`config.mk`:
```
export PLATFORM = sky130hd
export DESIGN_NAME = jk_drive_ctrl
export DESIGN_NICKNAME = d
export VERILOG_FILES = /design/src/rtl/jk_pkg.sv /design/src/rtl/jk_excite.sv /design/src/rtl/jk_drive_ctrl.sv
export SDC_FILE = /design/constraint.sdc
export NUM_CORES = 1
export LEC_CHECK = 0
export CORE_MARGIN = 2
export CORE_UTILIZATION = 46
export CTS_CLUSTER_DIAMETER = 40
export DETAILED_ROUTE_END_ITERATION = 10
export PLACE_DENSITY = 0.77
export SLEW_MARGIN = 20
export SYNTH_ARGS = -nofsm -noshare
export SYNTH_HDL_FRONTEND = slang
export SYNTH_SLANG_ARGS = --single-unit
```
`constraint.sdc`:
```
create_clock -name clk -period 1.9 [get_ports clk]
set_input_delay 0.19 -clock clk [delete_from_list [all_inputs] [get_ports clk]]
set_output_delay 0.19 -clock clk [all_outputs]
set_load 0.02 [all_outputs]
```
`src/rtl/jk_pkg.sv`:
```
// Shared definitions for the JK bank drive controller.
package jk_pkg;

  typedef enum logic [1:0] {
    IDLE  = 2'd0,
    DRIVE = 2'd1,
    CHECK = 2'd2
  } state_t;

  localparam int ERR_CNT_W = 8;

endpackage

```
`src/rtl/jk_excite.sv`:
```
// Per-bit JK excitation: J/K that move one flip-flop from q to tgt.
module jk_excite #(
  parameter int DC_ONE = 0
) (
  input  logic q,
  input  logic tgt,
  output logic j,
  output logic k
);

  // With don't-cares at 1 the current state no longer matters, so the
  // q-dependent term is masked off; the toggle code can never result.
  localparam logic DC = DC_ONE[0];

  assign j = tgt & (~q | DC);
  assign k = ~tgt & (q | DC);

endmodule

```
`src/rtl/jk_drive_ctrl.sv`:
```
// Drives an external bank of JK flip-flops to a requested word and
// verifies the bank reached it one cycle later.
module jk_drive_ctrl #(
  parameter int WIDTH  = 4,
  parameter int DC_ONE = 0
) (
  input  logic             clk,
  input  logic             rst,
  input  logic             tgt_valid,
  input  logic [WIDTH-1:0] tgt_data,
  output logic             tgt_ready,
  input  logic [WIDTH-1:0] q_fb,
  output logic [WIDTH-1:0] j,
  output logic [WIDTH-1:0] k,
  output logic             busy,
  output logic             err,
  output logic [7:0]       err_cnt
);

  import jk_pkg::*;

  logic [WIDTH-1:0]     exc_j;
  logic [WIDTH-1:0]     exc_k;
  state_t               state_q;
  logic [WIDTH-1:0]     tgt_r;
  logic [WIDTH-1:0]     j_q;
  logic [WIDTH-1:0]     k_q;
  logic                 ready_q;
  logic                 busy_q;
  logic                 err_q;
  logic [ERR_CNT_W-1:0] err_cnt_q;
  logic [ERR_CNT_W-1:0] err_cnt_d;
  logic                 miss;

  for (genvar g = 0; g < WIDTH; g++) begin : g_exc
    jk_excite #(.DC_ONE(DC_ONE)) u_exc (
      .q   (q_fb[g]),
      .tgt (tgt_data[g]),
      .j   (exc_j[g]),
      .k   (exc_k[g])
    );
  end

  // Miss detection and saturating next count, consumed only in CHECK.
  always_comb begin
    miss      = (q_fb != tgt_r);
    err_cnt_d = err_cnt_q;
    if (miss && (err_cnt_q != '1)) begin
      err_cnt_d = err_cnt_q + 1'b1;
    end
  end

  // Transfer FSM with registered handshake, drive and error outputs.
  always_ff @(posedge clk) begin
    if (!rst) begin
      state_q   <= IDLE;
      tgt_r     <= '0;
      j_q       <= '0;
      k_q       <= '0;
      ready_q   <= 1'b1;
      busy_q    <= 1'b0;
      err_q     <= 1'b0;
      err_cnt_q <= '0;
    end else begin
      err_q <= 1'b0;
      case (state_q)
        IDLE: begin
          if (tgt_valid && ready_q) begin
            tgt_r   <= tgt_data;
            j_q     <= exc_j;
            k_q     <= exc_k;
            ready_q <= 1'b0;
            busy_q  <= 1'b1;
            state_q <= DRIVE;
          end
        end
        DRIVE: begin
          // Bank samples j/k on this edge; release them so it holds.
          j_q     <= '0;
          k_q     <= '0;
          state_q <= CHECK;
        end
        CHECK: begin
          err_q     <= miss;
          err_cnt_q <= err_cnt_d;
          ready_q   <= 1'b1;
          busy_q    <= 1'b0;
          state_q   <= IDLE;
        end
        default: begin
          j_q     <= '0;
          k_q     <= '0;
          ready_q <= 1'b1;
          busy_q  <= 1'b0;
          state_q <= IDLE;
        end
      endcase
    end
  end

  assign tgt_ready = ready_q;
  assign busy      = busy_q;
  assign j         = j_q;
  assign k         = k_q;
  assign err       = err_q;
  assign err_cnt   = err_cnt_q;

endmodule

```
==> key figures, run 1 <==
Drt
  • Vias per inst: 5.28
  • Initial drt markers: 14
  • Drt first pass iters: 4
  • Routed via count: 939
  • Routed WL: between 2000 and 2500 um
  • Drt wl/cell: roughly 13 um
  • Post-route ant nets: 0
  • Drt drc: 0

Timing
  • Clock Skew: about 0.008 ns
  • Slew margin rel.: between 50% and 60%
  • Achievable Freq: 595 MHz
  • Final Hold Viols: 0
  • Final Max Slew Viols: 0
  • Final setup violating endpoints: 0
  • RSZ-0062 raised after global routing: no
  • Final min period: 1.68 ns
  • Worst-margin pin slew: 0.741 ns
  • Tcrit/Tclk final: 88.4%

Final layout
  • Area Overhead vs Synth: 34.0%
  • Final instance area: about 1500 sq um
  • Fill count: between 200 and 250
  • Most frequent cells in the layout: clkdlybuf4s50_1 (29), dfxtp_1 (25), nor2_1 (14)
  • Final Core Density: approximately 66%
  • Layout cells sized above 1: 10.0%
  • Nets: around 160
  • Ant diodes: 0
  • Commonest non-fill, non-tap cell in the layout: clkdlybuf4s50_1

Synthesis
  • Syn Area/Cell: 9.44 sq um
  • Synth Register Bits: 25
  • Post-synthesis sequential area ratio: 46.1%
  • Mapped Cells: 115
  • Syn Nets: 127
  • Count of unique library cells instantiated by Yosys: 30
  • Yosys warning total: 0
  • Synth Cell Area: approximately 1100 sq um

Placed design
  • Post-DP HPWL: between 1500 and 2000 um
  • Post-DP Area: between 1000 and 1500 sq um
  • Routability cong.: 0.713
  • IO Port Bufs: 29

Global route
  • Vias in the first global route: roughly 840
  • Largest net degree at the start of global routing: 16
  • Initial antenna violation count: 0
  • Remaining global-route overflow: 0
  • Global-route wire length before repair: around 3800 um
  • GRT Util Overall: between 10% and 20%

Clock tree
  • Clk_lat worst skew: a little over 0.3 ns
  • H-Tree Depth: 1
  • CTS max path bufs: 2
  • Cts hold-fix bufs: 0
  • Clock-pin slew on the worst setup and hold paths: about 0.12 ns
  • CTS root buf: clkbuf_4
  • Setup Buffers After CTS: 0
  • CTS sink cnt: 25
  • Resize count post-CTS: 0
  • TritonCTS Buffers: 3
  • CTS tree: yes

Die
  • FP Rows: 17
  • Die ar.: 2770 sq um
  • Core area: 2210 sq um
  • Starting Density: 49.1%
  • Io pins: 30
  • Die Wd: 52.6 um
  • Die Ht: 52.6 um

Worst setup path
  • CP Launch Type: input pin
  • Bufs and invs on worst path: 2
  • CP Class: input pin to flop
  • Critical Path Fanout Max: 15
  • CP Capture Type: flop
  • Critical Path Max Stage Delay: roughly 0.50 ns
  • WP data arrival: 1.93 ns
  • CP top delay family: buffers and inverters
  • Max stage delay cell, worst path: clkdlybuf4s50_1
  • CP cell instances: clkdlybuf4s50_1 > xor2_1 > o41ai_4 > buf_4 > or4_1 > a21oi_1
  • Worst Path Required: between 2 and 2.5 ns

Pwr
  • Clock power frac: 24.0%
  • Pwr/cell area: 649 nW/um^2
  • Combinational share of power: between 10% and 20%
  • Internal Power: 0.703 mW
  • Peak VDD IR: ~550 uV
  • Switch Pwr: 0.242 mW
  • Sequential share of power: 59.2%
  • Pwr Total: 0.944 mW
  • Switching part of the total: 25.6%
  • P_leak: 0.556 nW

Run status
  • Status: finished, final reports clean

Flow run
  • Total of max-cap violations: 0

Min path
  • Worst Hold Class: flop to flop
==> routing by layer <==
layer / track usage [%] / vias up / share of wire [%]
met5: 0 / - / 0
met4: 4.70 / 0 / 0.60
met3: 6.00 / 2 / 3.9
met2: 30.2 / 20 / 50
met1: 25.0 / 432 / 45
li1: - / 485 / -
==> path summary, 6_finish.rpt <==
| check | from | endpoint | slack (ns) | depth (start not counted) |
|---|---|---|---|---|
| setup reg to reg | tgt_r[3]$_SDFFE_PN0P_ | err_cnt[6]$_SDFFE_PN0P_ | 0.22 | 5 |
| hold reg to reg | err_cnt[6]$_SDFFE_PN0P_ | err_cnt[6]$_SDFFE_PN0P_ | 0.50 | 2 |
| setup / recovery | q_fb[3] | err_cnt[6]$_SDFFE_PN0P_ | 0.22 | 6 |
| hold / removal | err_cnt[6]$_SDFFE_PN0P_ | err_cnt[6]$_SDFFE_PN0P_ | 0.50 | 2 |
==> final cells by class <==
cell class	instances	area (sq um)	area share, %
repair buffers	36	343	23.6
well taps	28	35.0	2.41
multi-input cells	73	505	34.7
clock buffers	4	26.3	1.81
inverters	12	45.0	3.10
flip-flops and latches	25	500	34.4
==> worst min-delay path: stages (launching register included) <==
cell and delay (ns):
dfxtp_1 0.34, o41ai_1 0.06, a21oi_1 0.06
==> state kept, by name (all words and copies together) (netlist names) <==
register	flops
tgt_r	4
tgt_ready	1
err	1
state_q	2
j	4
k	4
busy	1
err_cnt	8
==> metrics by stage <==
stage                     TNS [ns]  cells  setup WS [ns]  hold WS, ns
after floorplan                  0    115          0.303        0.274
after global placement      -0.113    174        -0.0405        0.451
after detailed placement    -0.311    174         -0.102        0.479
after CTS                        0    178          0.229        0.476
after global routing             0    178          0.116        0.492
final                            0    178          0.220        0.497
==> cell usage after synthesis, drive strengths merged <==
cell / instances / share of area [%]
or3b: 1 / 0.81
xor2: 4 / 3.2
or4: 3 / 2.1
mux2i: 6 / 5.5
o31ai: 2 / 1.4
nand2b: 2 / 1.2
and4: 2 / 1.8
nor4: 2 / 1.2
nand2: 5 / 1.7
clkbuf: 2 / 0.69
and3: 1 / 0.58
or3: 1 / 0.69
inv: 12 / 4.1
o21ai: 3 / 1.4
o311ai: 1 / 0.81
nor3: 1 / 0.46
buf: 3 / 2.5
nor2b: 1 / 0.58
nor4b: 1 / 1.4
nand3: 4 / 1.8
a31oi: 1 / 0.58
ha: 1 / 1.2
a21oi: 6 / 2.8
a32oi: 8 / 6.5
o41ai: 3 / 4.1
nor2: 14 / 4.8
dfxtp: 25 / 46
==> cells by family after synthesis <==
family,synth area share (%)
adders and majority gates,1.15
buffers and inverters,7.37
DFF,46.1
and+or+nand+nor,19.1
xor gates and xnor gates,3.23
muxes,5.53
AOI/OAI and AO/OA,17.5
==> power by group through the flow <==
stage	logic [mW]	clock network [mW]	registers (mW)
after floorplan	0.0705	0	0.583
after global placement	0.155	0	0.569
after detailed placement	0.159	0	0.570
after CTS	0.160	0.240	0.559
after global routing	0.174	0.268	0.562
final	0.159	0.226	0.559
(Power assumes the default switching activity.)
==> run 2: changes to the inputs <==
--- a/config.mk
+++ b/config.mk
@@ -5,11 +5,13 @@
 export SDC_FILE = /design/constraint.sdc
 export NUM_CORES = 1
 export LEC_CHECK = 0
+export CELL_PAD_IN_SITES_DETAIL_PLACEMENT = 0
+export CELL_PAD_IN_SITES_GLOBAL_PLACEMENT = 2
 export CORE_MARGIN = 2
-export CORE_UTILIZATION = 46
+export CORE_UTILIZATION = 27
 export CTS_CLUSTER_DIAMETER = 40
 export DETAILED_ROUTE_END_ITERATION = 10
-export PLACE_DENSITY = 0.77
+export PLACE_DENSITY_LB_ADDON = 0.1
 export SLEW_MARGIN = 20
 export SYNTH_ARGS = -nofsm -noshare
 export SYNTH_HDL_FRONTEND = slang
==> run 2 against run 1 <==
  * Total power increased by 9.1%
  * Die area increased by 64%
  * Global-route usage decreased by 6.9 points
  * Hold slack got worse by 0.026 ns
==> key figures, run 2 (synthesis gave the netlist of run 1 again) <==
Placed design
  • Routability cong.: 0.736
  • Post-DP HPWL: 1790 um
  • DP Worst Slack: -0.124 ns
  • IO Port Bufs: 29
  • Post-DP Area: 1460 sq um

Worst setup path
  • CP Capture Type: flop
  • Worst Reg-to-Reg Cells: 5
  • Worst Path Required: about 2.1 ns
  • R2r endpoint: err_cnt[6]$_SDFFE_PN0P_
  • R2r startpoint: state_q[1]$_SDFFE_PN0P_
  • CP Class: input pin to flop
  • Critical Path Fanout Max: 15
  • CP Launch Type: input pin
  • R2R setup slack: between 0.2 and 0.3 ns
  • WP data arrival: approximately 1.9 ns

Global route
  • Remaining global-route overflow: 0
  • Vias in the first global route: 871
  • Global-route wire length before repair: 4090 um
  • Largest net degree at the start of global routing: 16
  • M1 GR Usage: 16.1%
  • GRT Util Overall: 12.1%
  • Initial antenna violation count: 0
  • GR peak layer: met2
  • GR Util met3: 3.50%
  • Met2 Track Usage GR: 19.1%

Min path
  • Worst Hold Class: flop to flop
  • Worst Hold End: state_q[0]$_SDFFE_PN0P_
  • WHS Path Cells: 1
  • Start point of the worst hold path: state_q[1]$_SDFFE_PN0P_

Clock tree
  • CTS max path bufs: 2
  • TritonCTS Buffers: 3
  • Resize count post-CTS: 0
  • CTS root buf: clkbuf_8
  • H-Tree Depth: 1
  • CTS tree: yes
  • Clk_lat worst skew: approximately 0.26 ns
  • Cts hold-fix bufs: 0
  • CTS sink cnt: 25
  • Setup Buffers After CTS: 0
  • Clock-pin slew on the worst setup and hold paths: around 0.090 ns

Die
  • Io pins: 30
  • FP Rows: 23
  • Die Wd: just under 70 um
  • Die Ht: 67.4 um
  • Die ar.: between 4000 and 5000 sq um
  • Core area: 3940 sq um
  • Starting Density: 27.5%

Drt
  • Initial drt markers: just under 90
  • Post-route ant nets: 0
  • Routed via count: 932
  • Routed WL: between 2000 and 2500 um
  • Drt drc: 0
  • Vias per inst: 4.66
  • Drt first pass iters: 4
  • Drt wl/cell: approximately 12 um

Timing
  • Worst-margin pin slew: 0.779 ns
  • Achievable Freq: 579 MHz
  • Final setup violating endpoints: 0
  • RSZ-0062 raised after global routing: no
  • Final Max Slew Viols: 0
  • Clock Skew: approximately 0.0047 ns
  • Slew margin rel.: between 40% and 50%
  • Final Hold Viols: 0
  • Tcrit/Tclk final: 90.9%
  • Final Worst Setup Slack: 0.173 ns
  • Final min period: 1.73 ns

Final layout
  • Most frequent cells in the layout: clkdlybuf4s50_1 (29), dfxtp_1 (25), nor2_1 (14)
  • Final instance area: 1500 sq um
  • Nets: 163
  • Commonest non-fill, non-tap cell in the layout: clkdlybuf4s50_1
  • Max reg flops: 8
  • Layout cells sized above 1: between 10% and 20%
  • Area Overhead vs Synth: 38.2%
  • Ant diodes: 0
  • Final Core Density: 38.1%

Flow run
  • Total of max-cap violations: 0

Pwr
  • Peak VDD IR: 476 uV
  • Pwr Total: about 1.0 mW
  • Pwr/cell area: 686 nW/um^2
  • P_leak: 0.564 nW

Run status
  • Status: finished, final reports clean
[run 2: cell counts in the layout (fill, tap and decap cells not counted)]
Identical to the previous run, type by type.
[run 2: area by class of cell]
class	instances	area (sq um)
Clock buffer	4	45.0
Timing Repair Buffer	36	343
Tap cell	50	62.6
Inverter	12	45.0
Sequential cell	25	500
Fill cell	399	2440
Multi-Input combinational cell	73	505
[run 2: how the worst max path moves through the flow]
stage / slack (ns) / endpoint / depth (start not counted) / startpoint
4_1_cts: 0.16 / err_cnt[6]$_SDFFE_PN0P_ / 6 / q_fb[0]
5_1_grt: 0.05 / err_cnt[3]$_SDFFE_PN0P_ / 6 / q_fb[3]
3_5_place_dp: -0.12 / err_cnt[6]$_SDFFE_PN0P_ / 6 / q_fb[3]
3_3_place_gp: -0.1 / err_cnt[3]$_SDFFE_PN0P_ / 6 / q_fb[3]
2_1_floorplan: 0.30 / err_cnt[4]$_SDFFE_PN0P_ / 5 / err_cnt[0]$_SDFFE_PN0P_
6_report: 0.17 / err_cnt[6]$_SDFFE_PN0P_ / 6 / q_fb[0]
[run 2: layer usage]
| layer | share of wire [%] | up-vias | wire length [um] |
|---|---|---|---|
| met3 | 3.7 | 2 | 90 |
| met1 | 49 | 426 | 1190 |
| met4 | 1.0 | 0 | 25 |
| met5 | 0 | - | 0 |
| li1 | - | 485 | - |
| met2 | 46 | 19 | 1120 |
[run 2: stage by stage]
step	hold slack, ns	instances	setup TNS, ns
after floorplan	0.274	115	0
after global placement	0.462	196	-0.452
after detailed placement	0.464	196	-0.518
after CTS	0.478	200	0
after global routing	0.515	200	0
final	0.471	200	0
[run 2: critical path, stage by stage]
cell             delay (ns)
clkdlybuf4s50_1        0.52
xor2_1                 0.26
o41ai_4                0.11
buf_4                  0.20
or4_1                  0.50
a21oi_1                0.14
[run 2: report_power, final]
| group | internal [mW] | total, mW | leakage [nW] | switching [mW] |
|---|---|---|---|---|
| combinational | 0.0763 | 0.159 | 0.338 | 0.0828 |
| sequential | 0.544 | 0.558 | 0.203 | 0.0140 |
| clock | 0.150 | 0.313 | 0.0228 | 0.163 |
